File: src/rtl/al422_frame_writer.sv
// Write side of the AL422 frame buffer: turns an SOF-marked byte stream into
// one /WRST pulse followed by exactly FRAME_BYTES sequential writes.
module al422_frame_writer #(
  parameter int FRAME_BYTES = 8192,
  parameter int WRST_CYCLES = 2
) (
  input  logic       in_clk,
  input  logic       in_nrst,
  input  logic [7:0] in_data,
  input  logic       in_valid,
  input  logic       in_sof,
  output logic       in_ready,
  output logic [7:0] al422_data_out,
  output logic       al422_we_out,
  output logic       al422_wrst_out,
  output logic       frame_done,
  output logic       frame_abort,
  output logic       byte_drop,
  output logic [7:0] frame_cnt,
  output logic [1:0] dbg_state_o
);

  // Handshake: a byte transfers on a rising in_clk when in_valid && in_ready;
  // in_data/in_sof must hold while in_valid is high and in_ready is low.

  localparam int CW  = $clog2(FRAME_BYTES);
  localparam int WCW = (WRST_CYCLES > 1) ? $clog2(WRST_CYCLES) : 1;
  localparam logic [CW-1:0]  LAST_BYTE = CW'(FRAME_BYTES - 1);
  localparam logic [WCW-1:0] LAST_WRST = WCW'(WRST_CYCLES - 1);

  typedef enum logic [1:0] {
    S_IDLE   = 2'd0,
    S_WRST   = 2'd1,
    S_STREAM = 2'd2,
    S_DONE   = 2'd3
  } state_t;

  state_t         state_q, state_d;
  logic [CW-1:0]  cnt_q, cnt_d;
  logic [WCW-1:0] wcnt_q, wcnt_d;
  logic [7:0]     data_q, data_d;
  logic           we_q, we_d;
  logic           wrst_q, wrst_d;
  logic           done_q, done_d;
  logic           abort_q, abort_d;
  logic           drop_q, drop_d;
  logic [7:0]     fcnt_q, fcnt_d;
  logic           ready_c;

  always_ff @(posedge in_clk or negedge in_nrst) begin
    if (!in_nrst) begin
      state_q <= S_IDLE;
      cnt_q   <= '0;
      wcnt_q  <= '0;
      data_q  <= 8'h00;
      we_q    <= 1'b1;
      wrst_q  <= 1'b1;
      done_q  <= 1'b0;
      abort_q <= 1'b0;
      drop_q  <= 1'b0;
      fcnt_q  <= 8'h00;
    end else begin
      state_q <= state_d;
      cnt_q   <= cnt_d;
      wcnt_q  <= wcnt_d;
      data_q  <= data_d;
      we_q    <= we_d;
      wrst_q  <= wrst_d;
      done_q  <= done_d;
      abort_q <= abort_d;
      drop_q  <= drop_d;
      fcnt_q  <= fcnt_d;
    end
  end

  always_comb begin
    state_d = state_q;
    cnt_d   = cnt_q;
    wcnt_d  = wcnt_q;
    data_d  = data_q;
    we_d    = 1'b1;
    wrst_d  = 1'b1;
    done_d  = 1'b0;
    abort_d = 1'b0;
    drop_d  = 1'b0;
    fcnt_d  = fcnt_q;
    ready_c = 1'b0;
    case (state_q)
      S_IDLE: begin
        ready_c = in_valid && !in_sof;
        if (in_valid && !in_sof) begin
          drop_d = 1'b1;
        end else if (in_valid && in_sof) begin
          // SOF byte stays on the bus; it is taken as byte 0 after /WRST.
          state_d = S_WRST;
          wrst_d  = 1'b0;
          wcnt_d  = '0;
        end
      end
      S_WRST: begin
        cnt_d = '0;
        if (wcnt_q == LAST_WRST) begin
          state_d = S_STREAM;
        end else begin
          wcnt_d = wcnt_q + WCW'(1);
          wrst_d = 1'b0;
        end
      end
      S_STREAM: begin
        ready_c = !(in_sof && (cnt_q != '0));
        if (in_valid && ready_c) begin
          data_d = in_data;
          we_d   = 1'b0;
          cnt_d  = cnt_q + CW'(1);
          if (cnt_q == LAST_BYTE) state_d = S_DONE;
        end else if (in_valid && in_sof) begin
          abort_d = 1'b1;
          state_d = S_WRST;
          wrst_d  = 1'b0;
          wcnt_d  = '0;
        end
      end
      S_DONE: begin
        done_d  = 1'b1;
        fcnt_d  = fcnt_q + 8'd1;
        state_d = S_IDLE;
      end
      default: state_d = S_IDLE;
    endcase
  end

  // in_ready is combinational, so it is gated by reset directly.
  assign in_ready       = in_nrst && ready_c;
  assign al422_data_out = data_q;
  assign al422_we_out   = we_q;
  assign al422_wrst_out = wrst_q;
  assign frame_done     = done_q;
  assign frame_abort    = abort_q;
  assign byte_drop      = drop_q;
  assign frame_cnt      = fcnt_q;
  assign dbg_state_o    = state_q;

  a_no_we_wrst_overlap: assert property (@(posedge in_clk) disable iff (!in_nrst)
    !(!al422_we_out && !al422_wrst_out));

endmodule

File: config.mk
export PLATFORM = sky130hd
export DESIGN_NAME = al422_frame_writer
export DESIGN_NICKNAME = d
export VERILOG_FILES = /design/src/rtl/al422_frame_writer.sv
export SDC_FILE = /design/constraint.sdc
export NUM_CORES = 1
export LEC_CHECK = 0
export ABC_CLOCK_PERIOD_IN_PS = 2600
export CAP_MARGIN = 30
export CELL_PAD_IN_SITES_DETAIL_PLACEMENT = 1
export CELL_PAD_IN_SITES_GLOBAL_PLACEMENT = 2
export CORE_MARGIN = 2
export CORE_UTILIZATION = 25
export DETAILED_ROUTE_END_ITERATION = 8
export PLACE_DENSITY_LB_ADDON = 0.1
export SLEW_MARGIN = 40
export SYNTH_ARGS = -nofsm -noshare
export SYNTH_HDL_FRONTEND = slang
export SYNTH_SLANG_ARGS = --single-unit
File: constraint.sdc
create_clock -name in_clk -period 2.6 [get_ports in_clk]
set_input_delay 0.52 -clock in_clk [delete_from_list [all_inputs] [get_ports in_clk]]
set_output_delay 0.52 -clock in_clk [all_outputs]
set_load 0.1 [all_outputs]
==> results of run 1 <==
[final timing paths]
kind,slack [ps],endpoint,startpoint
min reg2reg,470,byte_drop,dbg_state_o[1]
max in group asynchronous,1950,cnt_q[8],in_nrst
max reg2reg,320,al422_data_out[0],cnt_q[1]
min,280,cnt_q[12],in_nrst
max,-70,in_ready,cnt_q[8]
min in group in_clk,470,byte_drop,dbg_state_o[1]
[synth_stat cells (3+ instances only)]
library cell	count	area share (%)
a21oi_1	5	1.4
and3_1	4	1.4
clkbuf_1	4	0.82
dfrtp_1	35	48
ha_1	3	2.0
inv_1	6	1.2
mux2_2	9	5.5
mux2i_1	7	3.8
nand2_1	11	2.2
nand3_1	13	3.5
nor2_1	3	0.61
nor3b_1	3	1.2
nor4_1	4	1.4
o21ai_0	4	1.1
xnor2_1	5	2.4
xor2_1	3	1.4
[sequential cells by signal (all words and copies together), names as in the netlist]
name / count
frame_done: 1
frame_cnt: 8
al422_data_out: 8
al422_wrst_out: 1
cnt_q: 13
dbg_state_o: 2
byte_drop: 1
frame_abort: 1
wcnt_q: 1
al422_we_out: 1
[cells by family (layout without fill, tap and decap cells)]
family / Yosys count / after routing / share of synthesized area, %
and+or+nand+nor: 59 / 59 / 19.81
DFF: 37 / 37 / 50.51
AOI/OAI and AO/OA: 24 / 24 / 10.21
muxes: 16 / 16 / 9.326
buffers and inverters: 15 / 63 / 4.288
xor gates and xnor gates: 8 / 8 / 3.812
adders and majority gates: 3 / 3 / 2.042
[layer usage]
layer	GRT usage [%]	share of wire (%)	up-vias
met2	22.98	52	29
met4	3.846	1.3	0
met1	15.39	43	725
li1	-	-	684
met3	3.604	3.9	5
met5	0	0	-
[repair_timing]
item | CTS | global route
buffers inserted | 1 | 1
gates resized for setup | 3 | 2
pin swaps | 3 | 0
endpoints found under the setup margin | 1 | 1
[power breakdown]
group          switching, mW  internal (mW)  total (mW)
clock                  0.220          0.215       0.435
sequential             0.131          0.737       0.867
combinational           1.37          0.479        1.85
[layout by cell type, fill, tap and decap left out, drive strengths merged, types with 3 or more instances in the layout]
cell type      count
a21oi              5
a221o              3
and2               4
and3               4
buf               38
clkbuf             6
clkdlybuf4s50     10
dfrtp             35
ha                 3
inv                7
mux2               9
mux2i              7
nand2             11
nand3             13
nor2               4
nor3b              3
nor4               5
o21ai              4
xnor2              5
xor2               3
[area by class of cell]
class,count,area [µm²],area share [%]
repair buffers,48,395.4,16.24
well taps,99,123.9,5.087
inverters,7,26.28,1.079
multi-input cells,110,862.1,35.41
clock buffers,6,82.58,3.392
clock inverters,2,13.76,0.5653
flip-flops and latches,37,930.9,38.23
[stage by stage]
stage,hold slack [ps],worst slack [ps]
6_report,277.9,-66.72
2_1_floorplan,224.4,-305.5
3_5_place_dp,467.5,34.26
5_1_grt,325.6,-169.6
3_3_place_gp,457.2,99.77
4_1_cts,301.0,-105.4
==> results by group, run 1 <==
Timing
  – Worst-margin pin slew: 492.4 ps
  – Endpoints failing setup: 1
  – Fmax: approximately 0.37 GHz
  – Setup TNS: -66.72 ps
  – Final slew viol count: 0
  – Final WS setup: -66.72 ps
  – RSZ-0062 raised after global routing: true
  – Period minus WS final: around 2700 ps
  – Slew margin rel.: 67.17%
  – Hold Vio Cnt, Final: 0
  – Worst Skew: ~9.0 ps
  – Crit share post-route: 102.6%

Critical path
  – Critical Path Max Stage Delay: around 570 ps
  – CP top delay family: simple AND/OR/NAND/NOR gates
  – Crit path buffers/inverters: 1
  – Critical path launch point type: flop
  – Crit Path Class: reg -> out
  – Critical Path Slowest Stage Cell: or4_4
  – Worst EP required: 2080 ps
  – CP Max Fanout: 7
  – Crit. End Element: output pin
  – Worst-path cell chain: or4_4 > o31ai_4 > a21oi_2 > nor3b_4 > buf_12
  – Worst path depth: 5
  – Reg2reg path depth: 6
  – Worst endpoint data arrival time: around 2200 ps

Power
  – LEAKAGE: ~1.1 nW
  – Peak supply drop: ~0.0007 V
  – Power per cell area: ~1300 nW/µm²
  – Total power: roughly 3.2 mW

Run
  – Max-cap viol count: 0

Drt
  – DR vias/cell: 4.670
  – DR vias: around 1.4k
  – DRC: 0
  – First-pass DRT Iterations: 4
  – Average routed wire per standard cell: ~15 µm
  – Iter 0 DRT Violations: 39
  – Routed Antenna Nets: 0
  – Total Wirelength: roughly 4700 µm

Clock tree
  – Clk Latency, worst-skew pair: 290 ps
  – TritonCTS Buffers: 5
  – Clk sinks: 37
  – CTS tree: built
  – Hold buffer count at CTS: 0
  – Clk pin slew, worst setup/hold paths: ~80 ps
  – CTS Buffer Depth: 2
  – Root buffer cell: clkbuf_8
  – H-tree levels: 2

Global routing
  – Initial antenna violation count: 0
  – Largest net degree at the start of global routing: 38
  – First-pass GRT wire length: just over 8000 µm
  – GR Overflow Total: 0
  – Total Routing Usage GR: between 10 and 15%
  – Vias in the first global route: ~1.6k

Final layout
  – Post-route cell area: 2435 µm²
  – Final core utilization: between 30% and 40%
  – Share of cells above drive strength 1: a little over a third
  – P&R area growth vs syn: 32.47%
  – Non-filler instance count after layout: between 300 and 400
  – Nets: about 220
  – Diode count: 0
  – Number of fill cells: ~800

Placed design
  – Placed Area: 2310 µm²
  – DP HPWL: 3436 µm
  – Final Wtd Congestion: about 0.74
  – Placed Cells: roughly 300
  – Count of input and output buffers: 35

Yosys
  – EDFF count, synth: 0
  – Unique cell type count in the Yosys netlist: 48
  – Syn nets: 177
  – Ys flop type: dfrtp_1
  – Mapped cell area: approximately 1800 µm²
  – Synth warn: 0
  – Mapped Cells: 162
  – Post-synth ARST share: 100.0%
  – Register area share after synthesis: between 50% and 60%
  – Syn_area_per_cell: about 11 µm²
  – Seq cells post-synth: 37

Hold path
  – Hold/Removal Path Class: in -> async

Floorplan
  – Core area: 7176 µm²
  – Die Area: approximately 8000 µm²
  – Initial Util: about a quarter
  – Number of I/O pins: 36
  – Die Y: approximately 90 µm
  – Row count: 31
  – Die width: between 80 and 90 µm

Run status
  – Status: finished with violations
  – Failing checks: setup timing
No activity file was read; power rests on OpenSTA's default activity.
==> run 2, diff against run 1 <==
--- a/config.mk
+++ b/config.mk
@@ -5,12 +5,13 @@
 export SDC_FILE = /design/constraint.sdc
 export NUM_CORES = 1
 export LEC_CHECK = 0
+export ABC_AREA = 1
 export ABC_CLOCK_PERIOD_IN_PS = 2600
 export CAP_MARGIN = 30
 export CELL_PAD_IN_SITES_DETAIL_PLACEMENT = 1
 export CELL_PAD_IN_SITES_GLOBAL_PLACEMENT = 2
 export CORE_MARGIN = 2
-export CORE_UTILIZATION = 25
+export CORE_UTILIZATION = 30
 export DETAILED_ROUTE_END_ITERATION = 8
 export PLACE_DENSITY_LB_ADDON = 0.1
 export SLEW_MARGIN = 40
==> results by group, run 2 <==
Run status
  – Status: finished clean (was finished with violations)

Final layout
  – Nets: 263 (was 224)
  – Commonest non-fill, non-tap cells in the layout: nand2_1, dfrtp_1, buf_4 (was buf_4, dfrtp_1, nand3_1)
  – Diode count: 0 (unchanged)
  – Biggest register: cnt_q (unchanged)
  – Final core utilization: 40.47% (was 33.93%)
  – Max FFs per register: 13 (unchanged)
  – P&R area growth vs syn: 28.65% (was 32.47%)
  – Share of cells above drive strength 1: 18.07% (was 34.76%)
  – Most common cell after layout, fill and taps aside: nand2_1 (was buf_4)

Run
  – Max-cap viol count: 0 (unchanged)

Placed design
  – Final Wtd Congestion: 0.6877 (was 0.7406)
  – DP HPWL: 3090 µm (was 3436 µm)
  – Count of input and output buffers: 35 (unchanged)

Power
  – Total power: 2.973 mW (was 3.153 mW)
  – Power per cell area: 1310 nW/µm² (was 1295 nW/µm²)
  – LEAKAGE: 1.098 nW (was 1.089 nW)
  – Peak supply drop: 0.0006394 V (was 0.0006986 V)

Yosys
  – Register area share after synthesis: 52.62% (was 50.51%)
  – Synth Area in Simple Gates: 26.95% (was 19.81%)
  – Mapped Cells: 206 (was 162)
  – Seq cells post-synth: 37 (unchanged)
  – Largest family of logic cells by synthesized area: simple AND/OR/NAND/NOR gates (unchanged)
  – Post-synth ARST share: 100.0% (unchanged)
  – Post-synthesis adder-cell area fraction: 2.128% (was 2.042%)
  – Largest area contributor in the netlist: dfrtp_1 (unchanged)
  – Yosys top cell area share: 49.65% (was 47.65%)
  – Unique cell type count in the Yosys netlist: 28 (was 48)
  – Ys flop type: dfrtp_1 (unchanged)
  – Mapped cell area: 1764 µm² (was 1838 µm²)
  – Post-synthesis xor/xnor area fraction: 5.461% (was 3.812%)
  – Count leader, synth: nand2_1 (was dfrtp_1)
  – Syn_area_per_cell: 8.564 µm² (was 11.35 µm²)
  – Mux cell area share after synthesis: 0% (was 9.326%)
  – Post-synthesis compound-gate area fraction: 6.312% (was 10.21%)
  – Synth top cells by count: nand2_1, dfrtp_1, nor2_1 (was dfrtp_1, nand3_1, nand2_1)
  – Top post-synthesis cells by area: dfrtp_1, nand2_1, nor2_1 (was dfrtp_1, mux2_2, mux2i_1)
  – Synth warn: 0 (unchanged)
  – EDFF count, synth: 0 (unchanged)
  – Syn nets: 221 (was 177)

Critical path
  – CP Max Fanout: 4 (was 7)
  – Worst endpoint data arrival time: 1810 ps (was 2150 ps)
  – Crit Path Class: reg -> out (unchanged)
  – Crit. End Element: output pin (unchanged)
  – Worst EP required: 2080 ps (about the same)
  – Critical path launch point type: flop (unchanged)

Timing
  – Endpoints failing setup: 0 (was 1)
  – Hold Vio Cnt, Final: 0 (unchanged)
  – Fmax: 0.4283 GHz (was 0.3750 GHz)
  – Worst-margin pin slew: 500.3 ps (was 492.4 ps)
  – Final slew viol count: 0 (unchanged)
  – Setup TNS: 0 ps (was -66.72 ps)
  – RSZ-0062 raised after global routing: false (was true)
  – Period minus WS final: 2335 ps (was 2667 ps)
  – Slew margin rel.: 66.65% (was 67.17%)
  – Worst Skew: 4.224 ps (was 8.970 ps)
  – Crit share post-route: 89.80% (was 102.6%)

Drt
  – Routed Antenna Nets: 0 (unchanged)
  – Iter 0 DRT Violations: 72 (was 39)
  – DRC: 0 (unchanged)
  – DR vias: 1,470 (was 1,443)
  – DR vias/cell: 4.579 (was 4.670)
  – Average routed wire per standard cell: 13.31 µm (was 15.36 µm)
  – First-pass DRT Iterations: 4 (unchanged)
  – Total Wirelength: 4272 µm (was 4746 µm)

Clock tree
  – Clk sinks: 37 (unchanged)
  – TritonCTS Buffers: 5 (unchanged)
  – CTS tree: built (unchanged)
  – Post-CTS Setup Inserts: 0 (was 1)
  – Root buffer cell: clkbuf_8 (unchanged)
  – H-tree levels: 2 (unchanged)
  – Clk Latency, worst-skew pair: 290 ps (about the same)
  – Hold buffer count at CTS: 0 (unchanged)
  – CTS Buffer Depth: 2 (unchanged)
  – Post-cts resize count: 0 (was 3)
  – Clk pin slew, worst setup/hold paths: 80 ps (about the same)

Floorplan
  – Row count: 27 (was 31)
  – Die Area: 6510 µm² (was 8054 µm²)
  – Number of I/O pins: 36 (unchanged)
  – Die width: 80.69 µm (was 89.75 µm)
  – Die Y: 80.69 µm (was 89.75 µm)
  – Core area: 5608 µm² (was 7176 µm²)
  – Initial Util: 31.46% (was 25.61%)

Global routing
  – First-pass GRT wire length: 7362 µm (was 8293 µm)
  – Vias in the first global route: 1,492 (was 1,594)
  – Initial antenna violation count: 0 (unchanged)
  – Largest net degree at the start of global routing: 38 (unchanged)
  – GR Overflow Total: 0 (unchanged)
  – Total Routing Usage GR: 14.75% (was 12.99%)

Hold path
  – Hold/Removal Path Class: in -> async (unchanged)
[run 2: cell families after synthesis]
kind of cell	after synthesis
fa+ha+maj	3
simple gates	112
xor+xnor	11
flops	37
buf+inv	24
compound gates	19
[run 2: final timing paths]
check	end	depth (start not counted)	start	slack, ps
max in group asynchronous	al422_wrst_out	2	in_nrst	1880
max	in_ready	9	cnt_q[0]	270
min	frame_cnt[4]	2	in_nrst	340
max reg2reg	cnt_q[9]	11	cnt_q[0]	800
min reg2reg	al422_data_out[5]	2	al422_data_out[5]	490
min in group in_clk	al422_data_out[5]	2	al422_data_out[5]	490
[run 2: per-layer routing]
metal  wire length (µm)  up-vias  track usage (%)
met3                224        5            3.820
met1               2124      692            20.23
met5                  0        -                0
li1                   -      742                -
met2               1872       31            23.00
met4                 50        0            4.068
[run 2: per-stage QoR]
step,hold slack [ps],setup WS (ps),cells,instance area (µm²)
3_3_place_gp,462.7,304.9,313,2150
4_1_cts,364.3,210.4,321,2270
6_report,340.3,265.2,321,2270
3_5_place_dp,471.4,302.2,313,2150
5_1_grt,381.9,55.83,321,2270
2_1_floorplan,224.4,13.47,206,1775
[run 2: cell type report]
cell class	count	area, µm²
Tap cell	72	90.09
Clock buffer	6	82.58
Timing Repair Buffer	38	320.3
Multi-Input combinational cell	145	732.0
Fill cell	702	3338
Clock inverter	2	37.54
Sequential cell	37	928.4
Inverter	21	78.83
[run 2: where the power goes]
group / switching [mW] / internal [mW] / leakage (nW) / total [mW]
clock network: 0.217 / 0.312 / 0.0574 / 0.529
registers: 0.108 / 0.728 / 0.486 / 0.837
logic: 1.27 / 0.335 / 0.555 / 1.61
total: 1.60 / 1.38 / 1.10 / 2.97
[run 2: critical path, stage by stage, from the launching register on]
cell,delay [ps]
dfrtp_1,400
inv_1,100
ha_1,150
nand2_1,60
nor2_1,130
nand2_1,80
nand2_2,100
nand2_1,130
a21boi_4,180
buf_12,190
==> run 3, diff against run 2 <==
--- a/config.mk
+++ b/config.mk
@@ -6,15 +6,15 @@
 export NUM_CORES = 1
 export LEC_CHECK = 0
 export ABC_AREA = 1
-export ABC_CLOCK_PERIOD_IN_PS = 2600
+export ABC_CLOCK_PERIOD_IN_PS = 2100
 export CAP_MARGIN = 30
 export CELL_PAD_IN_SITES_DETAIL_PLACEMENT = 1
 export CELL_PAD_IN_SITES_GLOBAL_PLACEMENT = 2
 export CORE_MARGIN = 2
-export CORE_UTILIZATION = 30
+export CORE_UTILIZATION = 27
 export DETAILED_ROUTE_END_ITERATION = 8
 export PLACE_DENSITY_LB_ADDON = 0.1
-export SLEW_MARGIN = 40
+export SLEW_MARGIN = 25
 export SYNTH_ARGS = -nofsm -noshare
 export SYNTH_HDL_FRONTEND = slang
 export SYNTH_SLANG_ARGS = --single-unit
==> constraint.sdc (replaced) <==
create_clock -name in_clk -period 2.1 [get_ports in_clk]
set_input_delay 0.42 -clock in_clk [delete_from_list [all_inputs] [get_ports in_clk]]
set_output_delay 0.42 -clock in_clk [all_outputs]
set_load 0.1 [all_outputs]
==> results by group, run 3 (synthesis results as in run 2) <==
Global routing
  – Initial antenna violation count: 0 (unchanged)
  – Largest net degree at the start of global routing: 38 (unchanged)
  – Vias in the first global route: 1,563 (was 1,492)
  – Total Routing Usage GR: 13.77% (was 14.75%)
  – GR Overflow Total: 0 (unchanged)
  – First-pass GRT wire length: 7803 µm (was 7362 µm)

Drt
  – Total Wirelength: 4641 µm (was 4272 µm)
  – First-pass DRT Iterations: 4 (unchanged)
  – DR vias: 1,541 (was 1,470)
  – DRC: 0 (unchanged)
  – Average routed wire per standard cell: 13.57 µm (was 13.31 µm)
  – Iter 0 DRT Violations: 33 (was 72)
  – Routed Antenna Nets: 0 (unchanged)
  – DR vias/cell: 4.506 (was 4.579)

Floorplan
  – Core area: 6350 µm² (was 5608 µm²)
  – Row count: 29 (was 27)
  – Die Area: 7197 µm² (was 6510 µm²)
  – Number of I/O pins: 36 (unchanged)
  – Die Y: 84.84 µm (was 80.69 µm)
  – Initial Util: 27.78% (was 31.46%)
  – Die width: 84.84 µm (was 80.69 µm)

Clock tree
  – H-tree levels: 2 (unchanged)
  – Clk pin slew, worst setup/hold paths: 70 ps (was 80 ps)
  – Root buffer cell: clkbuf_8 (unchanged)
  – Clk Latency, worst-skew pair: 290 ps (about the same)
  – Hold buffer count at CTS: 0 (unchanged)
  – CTS Buffer Depth: 2 (unchanged)
  – TritonCTS Buffers: 5 (unchanged)
  – Clk sinks: 37 (unchanged)
  – CTS tree: built (unchanged)

Critical path
  – Reg2reg path depth: 8 (was 11)
  – Reg2Reg Setup Slack: 300 ps (was 800 ps)
  – CP most frequent cell: nand2_2 (was nand2_1)
  – Critical Path Slowest Stage Cell: dfrtp_1 (unchanged)
  – CP Max Fanout: 3 (was 4)
  – RR Startpoint: cnt_q[0] (unchanged)
  – Reg-to-reg endpoint: dbg_state_o[0] (was cnt_q[9])
  – Crit Path Class: reg -> out (unchanged)
  – Critical path launch point type: flop (unchanged)
  – Worst endpoint data arrival time: 1650 ps (was 1810 ps)
  – Worst-path cell chain: inv_2 > ha_4 > nand2_2 > nor2_2 > nand2_1 > nand2_2 > nand2_4 > a21boi_4 > buf_12 (was inv_1 > ha_1 > nand2_1 > nor2_1 > nand2_1 > nand2_2 > nand2_1 > a21boi_4 > buf_12)
  – Critical Path Max Stage Delay: 400 ps (about the same)
  – Worst EP required: 1680 ps (was 2080 ps)
  – Crit. End Element: output pin (unchanged)

Timing
  – Endpoints failing setup: 0 (unchanged)
  – Period minus WS final: between 2000 and 2500 ps
  – Setup TNS: 0 ps (unchanged)
  – RSZ-0062 raised after global routing: true (was false)
  – Fmax: between 0.4 and 0.5 GHz
  – Worst-margin pin slew: 510.6 ps (was 500.3 ps)
  – Worst Skew: 3.947 ps (was 4.224 ps)
  – Final slew viol count: 0 (unchanged)
  – Final WS setup: 30.21 ps (was 265.2 ps)
  – Slew margin rel.: 65.96% (was 66.65%)
  – Hold slack final: 217.4 ps (was 340.3 ps)
  – Hold Vio Cnt, Final: 0 (unchanged)
  – Crit share post-route: just under 100%

Final layout
  – P&R area growth vs syn: 37.80% (was 28.65%)
  – Diode count: 0 (unchanged)
  – Commonest non-fill, non-tap cells in the layout: nand2_1, buf_4, dfrtp_1 (was nand2_1, dfrtp_1, buf_4)
  – Biggest register: cnt_q (unchanged)
  – Nets: 279 (was 263)
  – Max FFs per register: 13 (unchanged)
  – Most common cell after layout, fill and taps aside: nand2_1 (unchanged)
  – Share of cells above drive strength 1: 26.42% (was 18.07%)

Placed design
  – Count of input and output buffers: 35 (unchanged)
  – Place WS: 96.16 ps (was 302.2 ps)
  – DP HPWL: 3295 µm (was 3090 µm)
  – Final Wtd Congestion: 0.7636 (was 0.6877)

Power
  – Peak supply drop: 0.0009294 V (was 0.0006394 V)
  – LEAKAGE: 1.182 nW (was 1.098 nW)
  – Power per cell area: 1585 nW/µm² (was 1310 nW/µm²)

Run status
  – Status: finished clean (unchanged)

Hold path
  – Hold/Removal Path Class: in -> async (unchanged)

Run
  – Max-cap viol count: 0 (unchanged)
==> run 3: cell count changes in the layout (fill, tap and decap cells not counted), moves of 2 or more <==
cell	change
inv_2	+2
nand2_1	-2
inv_1	-2
dfrtp_4	+2
dfrtp_1	-3
buf_4	+16
==> run 3: worst max path at each step <==
stage	cells past startpoint	slack [ps]	endpoint	startpoint
2_1_floorplan	4	40	in_ready	dbg_state_o[1]
3_3_place_gp	6	110	in_ready	in_valid
3_5_place_dp	6	100	in_ready	in_valid
4_1_cts	9	2	in_ready	cnt_q[0]
5_1_grt	8	-50	in_ready	cnt_q[2]
6_report	9	30	in_ready	cnt_q[1]
==> run 3: report_power, final <==
group          total, mW  switching, mW  internal, mW  leakage (nW)
registers           1.05          0.135         0.915         0.482
logic               2.16           1.63         0.525         0.642
clock network      0.646          0.258         0.387        0.0585
total               3.85           2.03          1.83          1.18
==> run 3: through the flow <==
| step | utilization (%) | area [µm²] | power (mW) | instances |
|---|---|---|---|---|
| after floorplan | - | 1788 | 2.628 | 206 |
| after global placement | 34.98 | 2221 | 3.126 | 325 |
| after detailed placement | 34.98 | 2221 | 3.135 | 325 |
| after CTS | 37.32 | 2370 | 3.832 | 337 |
| after global routing | 38.29 | 2431 | 4.076 | 342 |
| final | 38.29 | 2431 | 3.854 | 342 |
==> run 3: per-layer routing <==
metal	part of all wire (%)	wire, µm	GRT usage [%]	up-vias
li1	-	-	-	773
met4	1.5	69	5.195	0
met3	4.3	201	3.016	9
met2	45	2081	20.69	35
met1	49	2289	19.48	724
met5	0	0	0	-
==> run 3: area by class of cell <==
cell class                      count  area [µm²]
Fill cell                         766        3919
Timing Repair Buffer               54       440.4
Inverter                           21       78.83
Sequential cell                    37       937.1
Tap cell                           77       96.34
Clock inverter                      1       30.03
Clock buffer                        7       86.33
Multi-Input combinational cell    145       762.0
==> run 3: repair_timing <==
| item | 4_1_cts | 5_1_grt |
|---|---|---|
| pin swaps | 2 | 4 |
| resized for setup | 2 | 7 |
| gates cloned | 0 | 0 |
| endpoints found under the setup margin | 1 | 1 |
| setup buffers | 4 | 5 |
==> run 3: worst max-delay path, delay by kind of cell, from the launching register on <==
kind	cells	cell delay [ps]
buffers and inverters	2	270
adder cells (fa/ha/maj)	1	130
AO/OA/AOI/OAI	1	180
flip-flops	1	400
AND/OR/NAND/NOR	5	390
